[src/rtl/dfr_sched_pkg.sv]
// dfr_sched_pkg: shared state encoding and default widths/timeouts for the DFR batch scheduler.
package dfr_sched_pkg;

    localparam int DEF_ADDR_WIDTH     = 32;
    localparam int DEF_CNT_WIDTH      = 16;
    localparam int DEF_TIMEOUT_CYCLES = 65535;

    typedef enum logic [2:0] {
        S_IDLE,
        S_LAUNCH,
        S_WAIT_ACK,
        S_WAIT_DONE,
        S_ADVANCE,
        S_FINISH,
        S_FAULT
    } sched_state_t;

endpackage

[src/rtl/dfr_sched_watchdog.sv]
// dfr_sched_watchdog: counts cycles spent in a wait state; expired on the TIMEOUT_CYCLES-th cycle.
module dfr_sched_watchdog
    import dfr_sched_pkg::*;
#(
    parameter int TIMEOUT_CYCLES = DEF_TIMEOUT_CYCLES
) (
    input  logic clk,
    input  logic rst,
    input  logic clear,
    input  logic enable,
    output logic expired
);

    localparam int CW = $clog2(TIMEOUT_CYCLES + 1);

    logic [CW-1:0] cnt_q, cnt_d;

    assign expired = enable && (cnt_q >= CW'(TIMEOUT_CYCLES - 1));

    always_comb cnt_d = clear ? '0 : (enable && !expired) ? cnt_q + CW'(1) : cnt_q;

    always_ff @(posedge clk or posedge rst)
        if (rst) cnt_q <= '0;
        else     cnt_q <= cnt_d;

endmodule

[src/rtl/dfr_batch_scheduler.sv]
// dfr_batch_scheduler: walks the DFR core over a batch of samples with per-wait watchdog and abort.
// Optional cycle_count output when DFR_SCHED_CYCLE_CNT_EN is defined.
module dfr_batch_scheduler
    import dfr_sched_pkg::*;
#(
    parameter int ADDR_WIDTH     = DEF_ADDR_WIDTH,
    parameter int CNT_WIDTH      = DEF_CNT_WIDTH,
    parameter int TIMEOUT_CYCLES = DEF_TIMEOUT_CYCLES
) (
    input  logic                  clk,
    input  logic                  rst,
    input  logic                  start,
    input  logic                  abort,
    input  logic [CNT_WIDTH-1:0]  num_samples,
    input  logic [ADDR_WIDTH-1:0] in_base,
    input  logic [ADDR_WIDTH-1:0] in_stride,
    input  logic [ADDR_WIDTH-1:0] out_base,
    input  logic [ADDR_WIDTH-1:0] out_stride,
    input  logic                  core_busy,
    output logic                  core_start,
    output logic                  core_rst,
    output logic [ADDR_WIDTH-1:0] core_in_addr,
    output logic [ADDR_WIDTH-1:0] core_out_addr,
    output logic [CNT_WIDTH-1:0]  sample_idx,
    output logic                  busy,
    output logic                  done,
    output logic                  error,
    output logic                  aborted
`ifdef DFR_SCHED_CYCLE_CNT_EN
    ,
    output logic [31:0]           cycle_count
`endif
);

    sched_state_t          state_q, state_d;
    logic [CNT_WIDTH-1:0]  num_q, num_d, idx_q, idx_d, idx_nx;
    logic [ADDR_WIDTH-1:0] in_stride_q, in_stride_d, out_stride_q, out_stride_d;
    logic [ADDR_WIDTH-1:0] in_addr_q, in_addr_d, out_addr_q, out_addr_d;
    logic core_start_q, core_start_d, core_rst_q, core_rst_d, done_q, done_d;
    logic busy_q, busy_d, error_q, error_d, aborted_q, aborted_d;
    logic accept, wd_clear, wd_en, wd_expired;

    assign accept = (state_q == S_IDLE) && start && !abort;
    assign idx_nx = idx_q + CNT_WIDTH'(1);

    always_comb begin
        state_d      = state_q;
        num_d        = num_q;
        idx_d        = idx_q;
        in_stride_d  = in_stride_q;
        out_stride_d = out_stride_q;
        in_addr_d    = in_addr_q;
        out_addr_d   = out_addr_q;
        error_d      = error_q;
        aborted_d    = aborted_q;
        if (abort && state_q != S_IDLE && state_q != S_FAULT) begin
            state_d   = S_FAULT;
            aborted_d = 1'b1;
        end else begin
            case (state_q)
                S_IDLE: if (accept) begin
                    num_d        = num_samples;
                    in_stride_d  = in_stride;
                    out_stride_d = out_stride;
                    in_addr_d    = in_base;
                    out_addr_d   = out_base;
                    idx_d        = '0;
                    error_d      = 1'b0;
                    aborted_d    = 1'b0;
                    state_d      = (num_samples == '0) ? S_FINISH : S_LAUNCH;
                end
                S_LAUNCH:    state_d = S_WAIT_ACK;
                S_WAIT_ACK:  state_d = core_busy ? S_WAIT_DONE : wd_expired ? S_FAULT : S_WAIT_ACK;
                S_WAIT_DONE: state_d = !core_busy ? S_ADVANCE : wd_expired ? S_FAULT : S_WAIT_DONE;
                S_ADVANCE: begin
                    idx_d      = idx_nx;
                    in_addr_d  = in_addr_q + in_stride_q;
                    out_addr_d = out_addr_q + out_stride_q;
                    state_d    = (idx_nx == num_q) ? S_FINISH : S_LAUNCH;
                end
                default: state_d = S_IDLE;
            endcase
            // Only a watchdog expiry can reach FAULT from a wait state on this path
            if (state_d == S_FAULT) error_d = 1'b1;
        end
        core_start_d = state_d == S_LAUNCH;
        core_rst_d   = state_d == S_FAULT;
        done_d       = state_d == S_FINISH;
        busy_d       = state_d != S_IDLE;
    end

    assign wd_en    = (state_q == S_WAIT_ACK) || (state_q == S_WAIT_DONE);
    assign wd_clear = ((state_d == S_WAIT_ACK) || (state_d == S_WAIT_DONE)) && (state_d != state_q);

    dfr_sched_watchdog #(.TIMEOUT_CYCLES(TIMEOUT_CYCLES)) u_wd (
        .clk     (clk),
        .rst     (rst),
        .clear   (wd_clear),
        .enable  (wd_en),
        .expired (wd_expired)
    );

    always_ff @(posedge clk or posedge rst) begin
        if (rst) begin
            state_q      <= S_IDLE;
            num_q        <= '0;
            idx_q        <= '0;
            in_stride_q  <= '0;
            out_stride_q <= '0;
            in_addr_q    <= '0;
            out_addr_q   <= '0;
            core_start_q <= 1'b0;
            core_rst_q   <= 1'b0;
            done_q       <= 1'b0;
            busy_q       <= 1'b0;
            error_q      <= 1'b0;
            aborted_q    <= 1'b0;
        end else begin
            state_q      <= state_d;
            num_q        <= num_d;
            idx_q        <= idx_d;
            in_stride_q  <= in_stride_d;
            out_stride_q <= out_stride_d;
            in_addr_q    <= in_addr_d;
            out_addr_q   <= out_addr_d;
            core_start_q <= core_start_d;
            core_rst_q   <= core_rst_d;
            done_q       <= done_d;
            busy_q       <= busy_d;
            error_q      <= error_d;
            aborted_q    <= aborted_d;
        end
    end

    assign core_start    = core_start_q;
    assign core_rst      = core_rst_q;
    assign core_in_addr  = in_addr_q;
    assign core_out_addr = out_addr_q;
    assign sample_idx    = idx_q;
    assign busy          = busy_q;
    assign done          = done_q;
    assign error         = error_q;
    assign aborted       = aborted_q;

`ifdef DFR_SCHED_CYCLE_CNT_EN
    logic [31:0] cyc_q, cyc_d;

    assign cyc_d = accept ? '0 : (busy_q && cyc_q != '1) ? cyc_q + 32'd1 : cyc_q;

    always_ff @(posedge clk or posedge rst)
        if (rst) cyc_q <= '0;
        else     cyc_q <= cyc_d;

    assign cycle_count = cyc_q;
`endif

endmodule

[config.mk]
export PLATFORM = sky130hd
export DESIGN_NAME = dfr_batch_scheduler
export DESIGN_NICKNAME = d
export VERILOG_FILES = /design/src/rtl/dfr_sched_pkg.sv /design/src/rtl/dfr_sched_watchdog.sv /design/src/rtl/dfr_batch_scheduler.sv
export SDC_FILE = /design/constraint.sdc
export NUM_CORES = 1
export LEC_CHECK = 0
export BUFFER_PORTS_ARGS = -buffer_cell sky130_fd_sc_hd__buf_2
export CORE_MARGIN = 5
export CORE_UTILIZATION = 35
export CTS_CLUSTER_SIZE = 30
export DETAILED_ROUTE_END_ITERATION = 6
export PLACE_DENSITY_LB_ADDON = 0.3
export SETUP_SLACK_MARGIN = 0.05
export SYNTH_ARGS = -nofsm -noshare
export SYNTH_HDL_FRONTEND = slang
export SYNTH_SLANG_ARGS = --single-unit
[constraint.sdc]
create_clock -name clk -period 13.3 [get_ports clk]
set_input_delay 1.33 -clock clk [delete_from_list [all_inputs] [get_ports clk]]
set_output_delay 1.33 -clock clk [all_outputs]
set_load 0.01 [all_outputs]
==> results.sh, run 1 <==
export IMPL_cts_root_buffer="clkbuf_16"
export IMPL_place_area_sq_mm=0.0132
export IMPL_clk_pin_slew_ns=0.08
export IMPL_rsz0062_at_grt="no"
export IMPL_layout_nets=1788
export IMPL_crit_path_end_kind="flop"
export IMPL_hp_class="flop to flop"
export IMPL_ys_warn_count=0
export IMPL_ant_nets=0
export IMPL_synthFlopType="dfrtp_1"
export IMPL_synth_top_area_cell="dfrtp_1"
export IMPL_drive_above_1_share_pct=20.3
export IMPL_cts_max_level=4
export IMPL_die_area_sq_mm=0.0369
export IMPL_netlist_cell_type_count=79
export IMPL_cap_violations=0
export IMPL_ys_seq_area_share_pct=39.9
export IMPL_synth_top_area_share_pct=39.9
export IMPL_tns_ns=0
export IMPL_die_h_um=192
export IMPL_place_worst_setup_slack_ns=9.25
export IMPL_port_buffers=234
export IMPL_routed_wirelength_um=35400
export IMPL_synth_fp_nets=1593
export IMPL_fin_ws_ns=9.68
export IMPL_syn_area_sq_mm=0.0116
export IMPL_clock_latency_ns=0.44
export IMPL_setup_violations=0
export IMPL_grt_pass1_wl_um=56300
export IMPL_ir_drop_mv=0.114
export IMPL_io_pins=235
export IMPL_path_class="input pin to flop"
export IMPL_worst_pin_slew_ns=1.02
export IMPL_layout_min_cycle_time_ns=3.62
export IMPL_synth_seq_cells=185
export IMPL_power_leakage_uw=0.00676
export IMPL_start_kind="input pin"
export IMPL_avgSynthCellArea_sq_um=8.42
export IMPL_drc=0
export IMPL_numCtsBuffers=17
export IMPL_grt_pass1_vias=10410
export IMPL_drtIter0Drc=636
export IMPL_grt_ovfl_total=0
export IMPL_async_reset_ff_share_pct=100
export IMPL_clock_path_buffers=2
export IMPL_slew_violations=0
export IMPL_antenna_found_initial=3
export IMPL_holdBufCountCts=0
export IMPL_synth_edff_count=0
export IMPL_post_drt_wl_per_cell_um=17.5
export IMPL_status="finished clean"
export IMPL_max_slew_margin_pct=31.5
export IMPL_vias_per_cell=5.23
export IMPL_synth_area_top_cells="dfrtp_1 40%, nand2_1 12%, ha_1 7.0%"
export IMPL_max_freq_ghz=0.276
export IMPL_p_per_area_mw_per_mm2=263
export IMPL_initial_core_util_pct=35.6
export IMPL_synth_cells=1377
export IMPL_design_core_area_sq_mm=0.0326
export IMPL_ctsResizeCount=0
export IMPL_arrival_ns=3.99
export IMPL_grt_max_degree=121
export IMPL_finalInstanceArea_sq_mm=0.0137
export IMPL_via_count=10611
export IMPL_area_delta_synth_final_pct=18.3
export IMPL_cts_tree="done"
export IMPL_crit_required_ns=13.67
export IMPL_hold_viol=0
export IMPL_cts_sink_count=185
export IMPL_final_period_utilization_pct=27.2
export IMPL_grt_use_total_pct=19.2
export IMPL_drt_pass1_iterations=5
export IMPL_path_max_fanout=43
export IMPL_rows=66
export IMPL_hpwl_um=25300
export IMPL_skew_ns=0.0148
export IMPL_die_w_um=192
export IMPL_gp_congestion=0.863
export IMPL_post_cts_setup_buffer_count=0
## flip-flops by register name (all words and copies together), names as in the netlist, 3 cells and up
name,cells
core_in_addr,32
core_out_addr,32
in_stride_q,32
num_q,16
out_stride_q,32
sample_idx,16
state_q,3
u_wd.cnt_q,16
## layout make-up
type	count	area (sq um)
Tap cell	442	553
Sequential cell	185	4630
Clock inverter	14	124
Multi-Input combinational cell	1101	6640
Antenna cell	3	7.51
Timing Repair Buffer	243	1240
Clock buffer	18	439
Fill cell	3328	18900
Inverter	24	97.6
## final timing paths
check	depth (start not counted)	end	start	slack [ns]
setup / recovery	9	core_in_addr[21]	abort	9.68
hold / removal	2	out_stride_q[11]	out_stride_q[11]	0.48
setup reg to reg	8	core_in_addr[21]	state_q[0]	9.87
hold reg to reg	2	out_stride_q[11]	out_stride_q[11]	0.48
max in group asynchronous	3	u_wd.cnt_q[0]	rst	10.88
min in group asynchronous	2	in_stride_q[29]	rst	1.05
## per-layer routing
| metal | part of all wire (%) | routed length [um] | vias up | GRT usage (%) |
|---|---|---|---|---|
| met5 | 0.020 | 7 | - | 0 |
| met3 | 6.2 | 2190 | 34 | 4.03 |
| met1 | 47 | 16500 | 5092 | 27.1 |
| li1 | - | - | 5154 | - |
| met2 | 46 | 16200 | 329 | 30.1 |
| met4 | 1.5 | 532 | 2 | 4.85 |
## power by group
| group | internal (uW) | switching, uW | leakage [uW] | total [uW] |
|---|---|---|---|---|
| combinational | 857 | 1240 | 0.00419 | 2100 |
| clock | 253 | 255 | 0.000274 | 508 |
| sequential | 793 | 205 | 0.00229 | 998 |
| total | 1900 | 1700 | 0.00676 | 3610 |
## critical path: stages
cell and delay (ns):
buf_2 0.17, nor2_1 0.10, and3_4 0.32, o21ai_4 0.81, buf_4 0.54, nor3_1 0.09, a311oi_1 0.31, o41ai_1 0.15
nor2_1 0.12
## placed cells by master (no fill, tap or decap), drive strengths merged, types with 5 or more instances in the layout
cell type  instances
o31ai              9
xnor2             45
o211ai             7
buf              243
nor3              17
nor2b             15
inv               33
o21bai             9
xor2              36
nand2b             6
a21o              35
clkbuf            18
a31oi             22
mux2i             15
ha                65
o21ai             84
nand3             36
nor4               7
dfrtp            185
nand2            361
or3               11
nor2             104
and4               5
nand4             12
and3              23
a21oi            101
o21a               9
a211oi             8
and2               7
## cells by family after synthesis
family	after synthesis	share of synthesized area, %
simple gates	613	24.2
fa+ha+maj	67	7.36
flops	185	39.9
xor+xnor	81	6.18
compound gates	322	17.4
mux	18	1.59
buf+inv	91	3.32
## stage by stage
step                      hold WS, ns  utilization [%]  std cells  power, uW
final                           0.479             42.1       2030       3610
after global routing            0.497             42.1       2029       3940
after CTS                       0.487             42.1       2027       3630
after detailed placement        0.468             40.3       1995       3090
after global placement          0.463             40.3       1995       3050
after floorplan                 0.450                -       1377       2530
## synth_stat cells (all sizes together) (3+ instances only)
cell     number
nand4b        3
a31oi        22
and2          7
o22ai         3
clkbuf       50
a22oi         3
o31ai         9
nor3         17
o211ai        7
xor2         36
o21a          9
a21o         35
a311oi        3
o21ai        84
nand3        36
inv          24
xnor2        45
a21oi       101
buf          17
or3          11
nand2b        6
and4          5
o21bai        9
nand2       361
mux2i        15
nand4        12
ha           65
a221o         4
a221oi        4
and3         23
mux2          3
nor2b        15
nor4          7
dfrtp       185
a211oi        8
nor2        104
a2111oi       4
Note: power is estimated with default switching activity, not from simulation.
==> run 2: changes to the inputs <==
clock period = 3.25 ns   (was 13.3 ns; I/O delays follow)
==> run 2 against run 1 <==
  * Final area increased by 1.7%
  * Critical path type is now flop to flop
  * Register-to-register slack got worse by 9.7 ns
  * Die area unchanged
  * Clock skew fell by 0.0021 ns
  * Via count fell by 0.30%
  * Power increased to 4.2 times the previous value
  * Final cell count is 0.59% higher
  * Worst setup slack got worse by 9.5 ns
  * Clock power rose to 4.4 times the previous value
  * Critical endpoint is now core_out_addr[30]
==> results.sh, run 2 (synthesized netlist as in run 1, its figures left out) <==
export IMPL_status="finished clean"
export IMPL_cts_sink_count=185
export IMPL_tns_ns=0
export IMPL_final_cell_mix="359 x nand2_1, 234 x buf_2, 185 x dfrtp_1"
export IMPL_rsz0062_at_grt="yes"
export IMPL_ir_drop_mv=0.419
export IMPL_clock_path_buffers=2
export IMPL_layout_cells_non_filler=2042
export IMPL_reg2reg_from="core_out_addr[0]"
export IMPL_clock_latency_ns=0.45
export IMPL_min_from="out_stride[2]"
export IMPL_p_per_area_mw_per_mm2=1080
export IMPL_hp_class="input pin to flop"
export IMPL_gp_congestion=0.856
export IMPL_drive_above_1_share_pct=21.1
export IMPL_grt_pass1_wl_um=56400
export IMPL_drt_pass1_iterations=5
export IMPL_die_w_um=192
export IMPL_r2r_end="core_out_addr[30]"
export IMPL_setup_violations=0
export IMPL_crit_required_ns=3.63
export IMPL_cts_tree="done"
export IMPL_initial_core_util_pct=35.6
export IMPL_worst_pin_slew_ns=1.03
export IMPL_finalInstanceArea_sq_mm=0.0140
export IMPL_p_total_uw=15100
export IMPL_fillers=3331
export IMPL_drc=0
export IMPL_routed_wirelength_um=35500
export IMPL_clk_pin_slew_ns=0.08
export IMPL_multi_input_area_sq_mm=0.00667
export IMPL_crit_path_end_kind="flop"
export IMPL_grt_ovfl_total=0
export IMPL_arrival_ns=3.44
export IMPL_power_leakage_uw=0.00686
export IMPL_ff2ff_path_depth=12
export IMPL_die_area_sq_mm=0.0369
export IMPL_design_core_area_sq_mm=0.0326
export IMPL_via_count=10579
export IMPL_slew_violations=0
export IMPL_ff2ff_setup_slack_ns=0.19
export IMPL_area_delta_synth_final_pct=20.3
export IMPL_dpl_cell_count=2008
export IMPL_hold_depth=3
export IMPL_grt_pass1_vias=10607
export IMPL_max_freq_ghz=0.327
export IMPL_hold_end="out_stride_q[2]"
export IMPL_drtIter0Drc=476
export IMPL_crit_start="core_out_addr[0]"
export IMPL_path_class="flop to flop"
export IMPL_final_period_utilization_pct=94.2
export IMPL_port_buffers=234
export IMPL_path_max_fanout=4
export IMPL_hold_viol=0
export IMPL_antenna_found_initial=6
export IMPL_seq_area_sq_mm=0.00463
export IMPL_start_kind="flop"
export IMPL_ant_nets=0
export IMPL_skew_ns=0.0127
export IMPL_max_slew_margin_pct=31.5
export IMPL_cts_root_buffer="clkbuf_16"
export IMPL_hpwl_um=25600
export IMPL_layout_nets=1802
export IMPL_vias_per_cell=5.18
export IMPL_layout_min_cycle_time_ns=3.06
export IMPL_grt_max_degree=93
export IMPL_layout_commonest_cell="nand2_1"
export IMPL_io_pins=235
export IMPL_rows=66
export IMPL_cap_violations=0
export IMPL_die_h_um=192
export IMPL_place_area_sq_mm=0.0133
export IMPL_fin_util_pct=42.8
export IMPL_numCtsBuffers=17
export IMPL_post_drt_wl_per_cell_um=17.4
export IMPL_cts_max_level=4
export IMPL_grt_use_total_pct=19.2
==> run 2: cell count changes in the layout (fill, tap and decap cells not counted), moves of 2 or more <==
cell	delta
inv_6	-2
o21ai_2	+2
buf_4	+9
o21ai_1	-2
diode_2	-2
bufinv_16	+2
buf_12	+4
==> run 2: how the worst max path moves through the flow <==
stage | slack (ns) | to
floorplan | 0.41 | core_in_addr[26]
global placement | 0.09 | core_in_addr[26]
detailed placement | 0.03 | core_in_addr[26]
CTS | 0.13 | core_in_addr[26]
global route | 0.03 | core_out_addr[30]
finish | 0.19 | core_out_addr[30]
==> run 2: cell type report <==
type	count	area share (%)
diodes	1	0.0179
flip-flops and latches	185	33.2
clock inverters	12	1.10
clock buffers	20	3.27
repair buffers	257	10.0
multi-input cells	1101	47.8
well taps	442	3.96
inverters	24	0.672
==> run 2: worst max-delay path, stage by stage (launching register included) <==
cell	delay (ns)
dfrtp_1	0.39
ha_1	0.18
inv_1	0.06
fa_1	0.38
nor2b_1	0.21
o31a_1	0.19
a31oi_1	0.18
o21ai_2	0.28
a21oi_2	0.12
o41ai_2	0.52
a221oi_1	0.17
xor2_1	0.17
a21oi_1	0.15
==> run 2: power breakdown <==
| group | internal, uW | switching (uW) |
|---|---|---|
| Clock | 1200 | 1020 |
| Combinational | 3620 | 5220 |
| Sequential | 3250 | 758 |
==> run 2: timing repair <==
| item | 4_1_cts | 5_1_grt |
|---|---|---|
| pin swaps | 0 | 1 |
| hold endpoints to repair | 11 | 0 |
| buffers inserted | 0 | 0 |
| hold buffers | 1 | 0 |
| setup endpoints to repair | 1 | 5 |
| gates resized for setup | 1 | 4 |
==> run 2: layer usage <==
| layer | vias up | wire length, um | GRT usage (%) |
|---|---|---|---|
| li1 | 5190 | - | - |
| met3 | 37 | 2280 | 5.09 |
| met5 | - | 53 | 0 |
| met4 | 8 | 563 | 4.77 |
| met2 | 268 | 16300 | 31.5 |
| met1 | 5076 | 16300 | 25.5 |
==> run 2: metrics by stage <==
step | hold WS [ns] | setup WS, ns
2_1_floorplan | 0.430 | 0.413
3_3_place_gp | 0.340 | 0.0863
3_5_place_dp | 0.340 | 0.0336
4_1_cts | 0.0296 | 0.133
5_1_grt | 0.0373 | 0.0277
6_report | 0.0567 | 0.189
==> run 3: changes to the inputs <==
CORE_UTILIZATION = 52   (was 35)
CTS_BUF_LIST = sky130_fd_sc_hd__clkbuf_8   (was unset)
SLEW_MARGIN = 20   (was unset)
==> run 3 against run 2 <==
  * Global-route usage grew 5.7 points
  * Final cell count down 8.1%
  * Final area down 3.4%
  * Largest power group unchanged
  * Hold slack worse by 0.021 ns
  * Clock skew increased by 0.0073 ns
  * Clock-buffer cell count down 2
  * Flip-flop and latch count unchanged
  * Critical path type unchanged
==> results.sh, run 3 (synthesized netlist as in run 1, its figures left out) <==
export IMPL_met2_length_um=15300
export IMPL_hp_class="input pin to flop"
export IMPL_layout_nets=1801
export IMPL_dpl_cell_count=1842
export IMPL_antenna_found_initial=3
export IMPL_numCtsBuffers=17
export IMPL_status="finished clean"
export IMPL_final_cell_mix="359 x nand2_1, 234 x buf_2, 185 x dfrtp_1"
export IMPL_cap_violations=0
export IMPL_crit_path_end_kind="flop"
export IMPL_final_period_utilization_pct=94.0
export IMPL_cts_root_buffer="clkbuf_8"
export IMPL_cts_tree="done"
export IMPL_crit_required_ns=3.60
export IMPL_worst_pin_slew_ns=0.977
export IMPL_grt_use_total_pct=24.9
export IMPL_wl_met3_um=2560
export IMPL_layout_min_cycle_time_ns=3.05
export IMPL_grt_ovfl_total=0
export IMPL_max_freq_ghz=0.327
export IMPL_place_worst_setup_slack_ns=0.0312
export IMPL_rows=54
export IMPL_setup_violations=0
export IMPL_cts_sink_count=185
export IMPL_layout_cells_non_filler=1877
export IMPL_die_area_sq_mm=0.0254
export IMPL_die_w_um=159
export IMPL_ant_nets=0
export IMPL_grt_max_degree=186
export IMPL_slew_violations=0
export IMPL_io_pins=235
export IMPL_fin_ws_ns=0.195
export IMPL_grt_pass1_wl_um=53000
export IMPL_max_slew_margin_pct=34.9
export IMPL_design_core_area_sq_mm=0.0219
export IMPL_area_delta_synth_final_pct=16.2
export IMPL_path_class="flop to flop"
export IMPL_die_h_um=159
export IMPL_power_leakage_uw=0.00675
export IMPL_post_drt_wl_per_cell_um=17.4
export IMPL_drc=0
export IMPL_path_max_fanout=3
export IMPL_arrival_ns=3.40
export IMPL_drt_pass1_iterations=5
export IMPL_via_count=10710
export IMPL_layout_commonest_cell="nand2_1"
export IMPL_drive_above_1_share_pct=20.7
export IMPL_hold_worst_slack_ns=0.0355
export IMPL_skew_ns=0.0201
export IMPL_rsz0062_at_grt="no"
export IMPL_port_buffers=234
export IMPL_highest_layer="met5"
export IMPL_tns_ns=0
export IMPL_p_per_area_mw_per_mm2=1060
export IMPL_fillers=1952
export IMPL_vias_per_cell=5.71
export IMPL_clock_path_buffers=2
export IMPL_initial_core_util_pct=53.0
export IMPL_drt_met1_wl_um=14100
export IMPL_drtIter0Drc=653
export IMPL_hpwl_um=23200
export IMPL_clk_pin_slew_ns=0.11
export IMPL_routed_wirelength_um=32600
export IMPL_n_antenna_cell=0
export IMPL_hold_viol=0
export IMPL_start_kind="flop"
export IMPL_ir_drop_mv=0.518
export IMPL_grt_pass1_vias=10571
export IMPL_gp_congestion=0.882
export IMPL_clock_latency_ns=0.47
export IMPL_cts_max_level=4
## run 3: cell types whose count changed in the layout (fill, tap and decap cells not counted), sizes merged
| cell | previous run | this run |
|---|---|---|
| clkinv | 2 | 4 |
| inv | 30 | 28 |
| clkinvlp | 2 | 3 |
| diode | 1 | 0 |
| buf | 256 | 255 |
| clkbuf | 20 | 18 |
## run 3: power breakdown
part           internal [uW]  total [uW]  switching, uW
Sequential              3240        4020            779
Combinational           3590        8730           5140
Clock                    697        1570            876
## run 3: per-layer routing
| metal | global-route usage, % | vias to the layer above |
|---|---|---|
| li1 | - | 5191 |
| met1 | 33.2 | 5093 |
| met2 | 40.4 | 374 |
| met3 | 6.68 | 46 |
| met4 | 6.75 | 6 |
| met5 | 0 | - |
## run 3: path summary, 6_finish.rpt
kind	startpoint	to	slack (ns)	cells past startpoint
setup / recovery	core_in_addr[0]	core_in_addr[20]	0.20	12
hold / removal	out_stride[10]	out_stride_q[10]	0.04	3
setup reg to reg	core_in_addr[0]	core_in_addr[20]	0.20	12
hold reg to reg	out_stride_q[18]	out_stride_q[18]	0.49	2
max in group asynchronous	rst	core_out_addr[20]	1.86	5
min in group asynchronous	rst	core_in_addr[29]	0.49	4
## run 3: worst max-delay path, stage by stage (launching register included)
cell	delay [ns]
dfrtp_1	0.41
ha_1	0.23
inv_1	0.07
fa_1	0.18
and2b_1	0.21
o31a_1	0.27
o21ai_2	0.19
a2111oi_4	0.13
or3_1	0.39
a221o_1	0.36
a21oi_1	0.20
mux2i_1	0.21
nand3_1	0.09
## run 3: timing repair
item                                   in CTS  in global routing
hold buffers                                0                  1
gates cloned                                0                  0
endpoints found under the hold margin       0                 27
pin swaps                                   0                  3
setup buffers                               0                  2
resized for setup                           1                  3
setup endpoints to repair                   1                  2
## run 3: per-stage QoR
step,util (%),instance area (sq um),total power (uW)
4_1_cts,61.3,13400,14200
6_report,61.6,13500,14300
5_1_grt,61.6,13500,15600
3_5_place_dp,59.5,13000,12600
2_1_floorplan,-,11600,10400
3_3_place_gp,59.5,13000,12400
## run 3: final cells by class
cell class | instances | area [sq um] | area share, %
clock buffers | 18 | 248 | 1.84
clock inverters | 13 | 131 | 0.974
inverters | 24 | 93.8 | 0.696
multi-input cells | 1101 | 6660 | 49.4
flip-flops and latches | 185 | 4630 | 34.3
well taps | 280 | 350 | 2.60
repair buffers | 256 | 1370 | 10.2
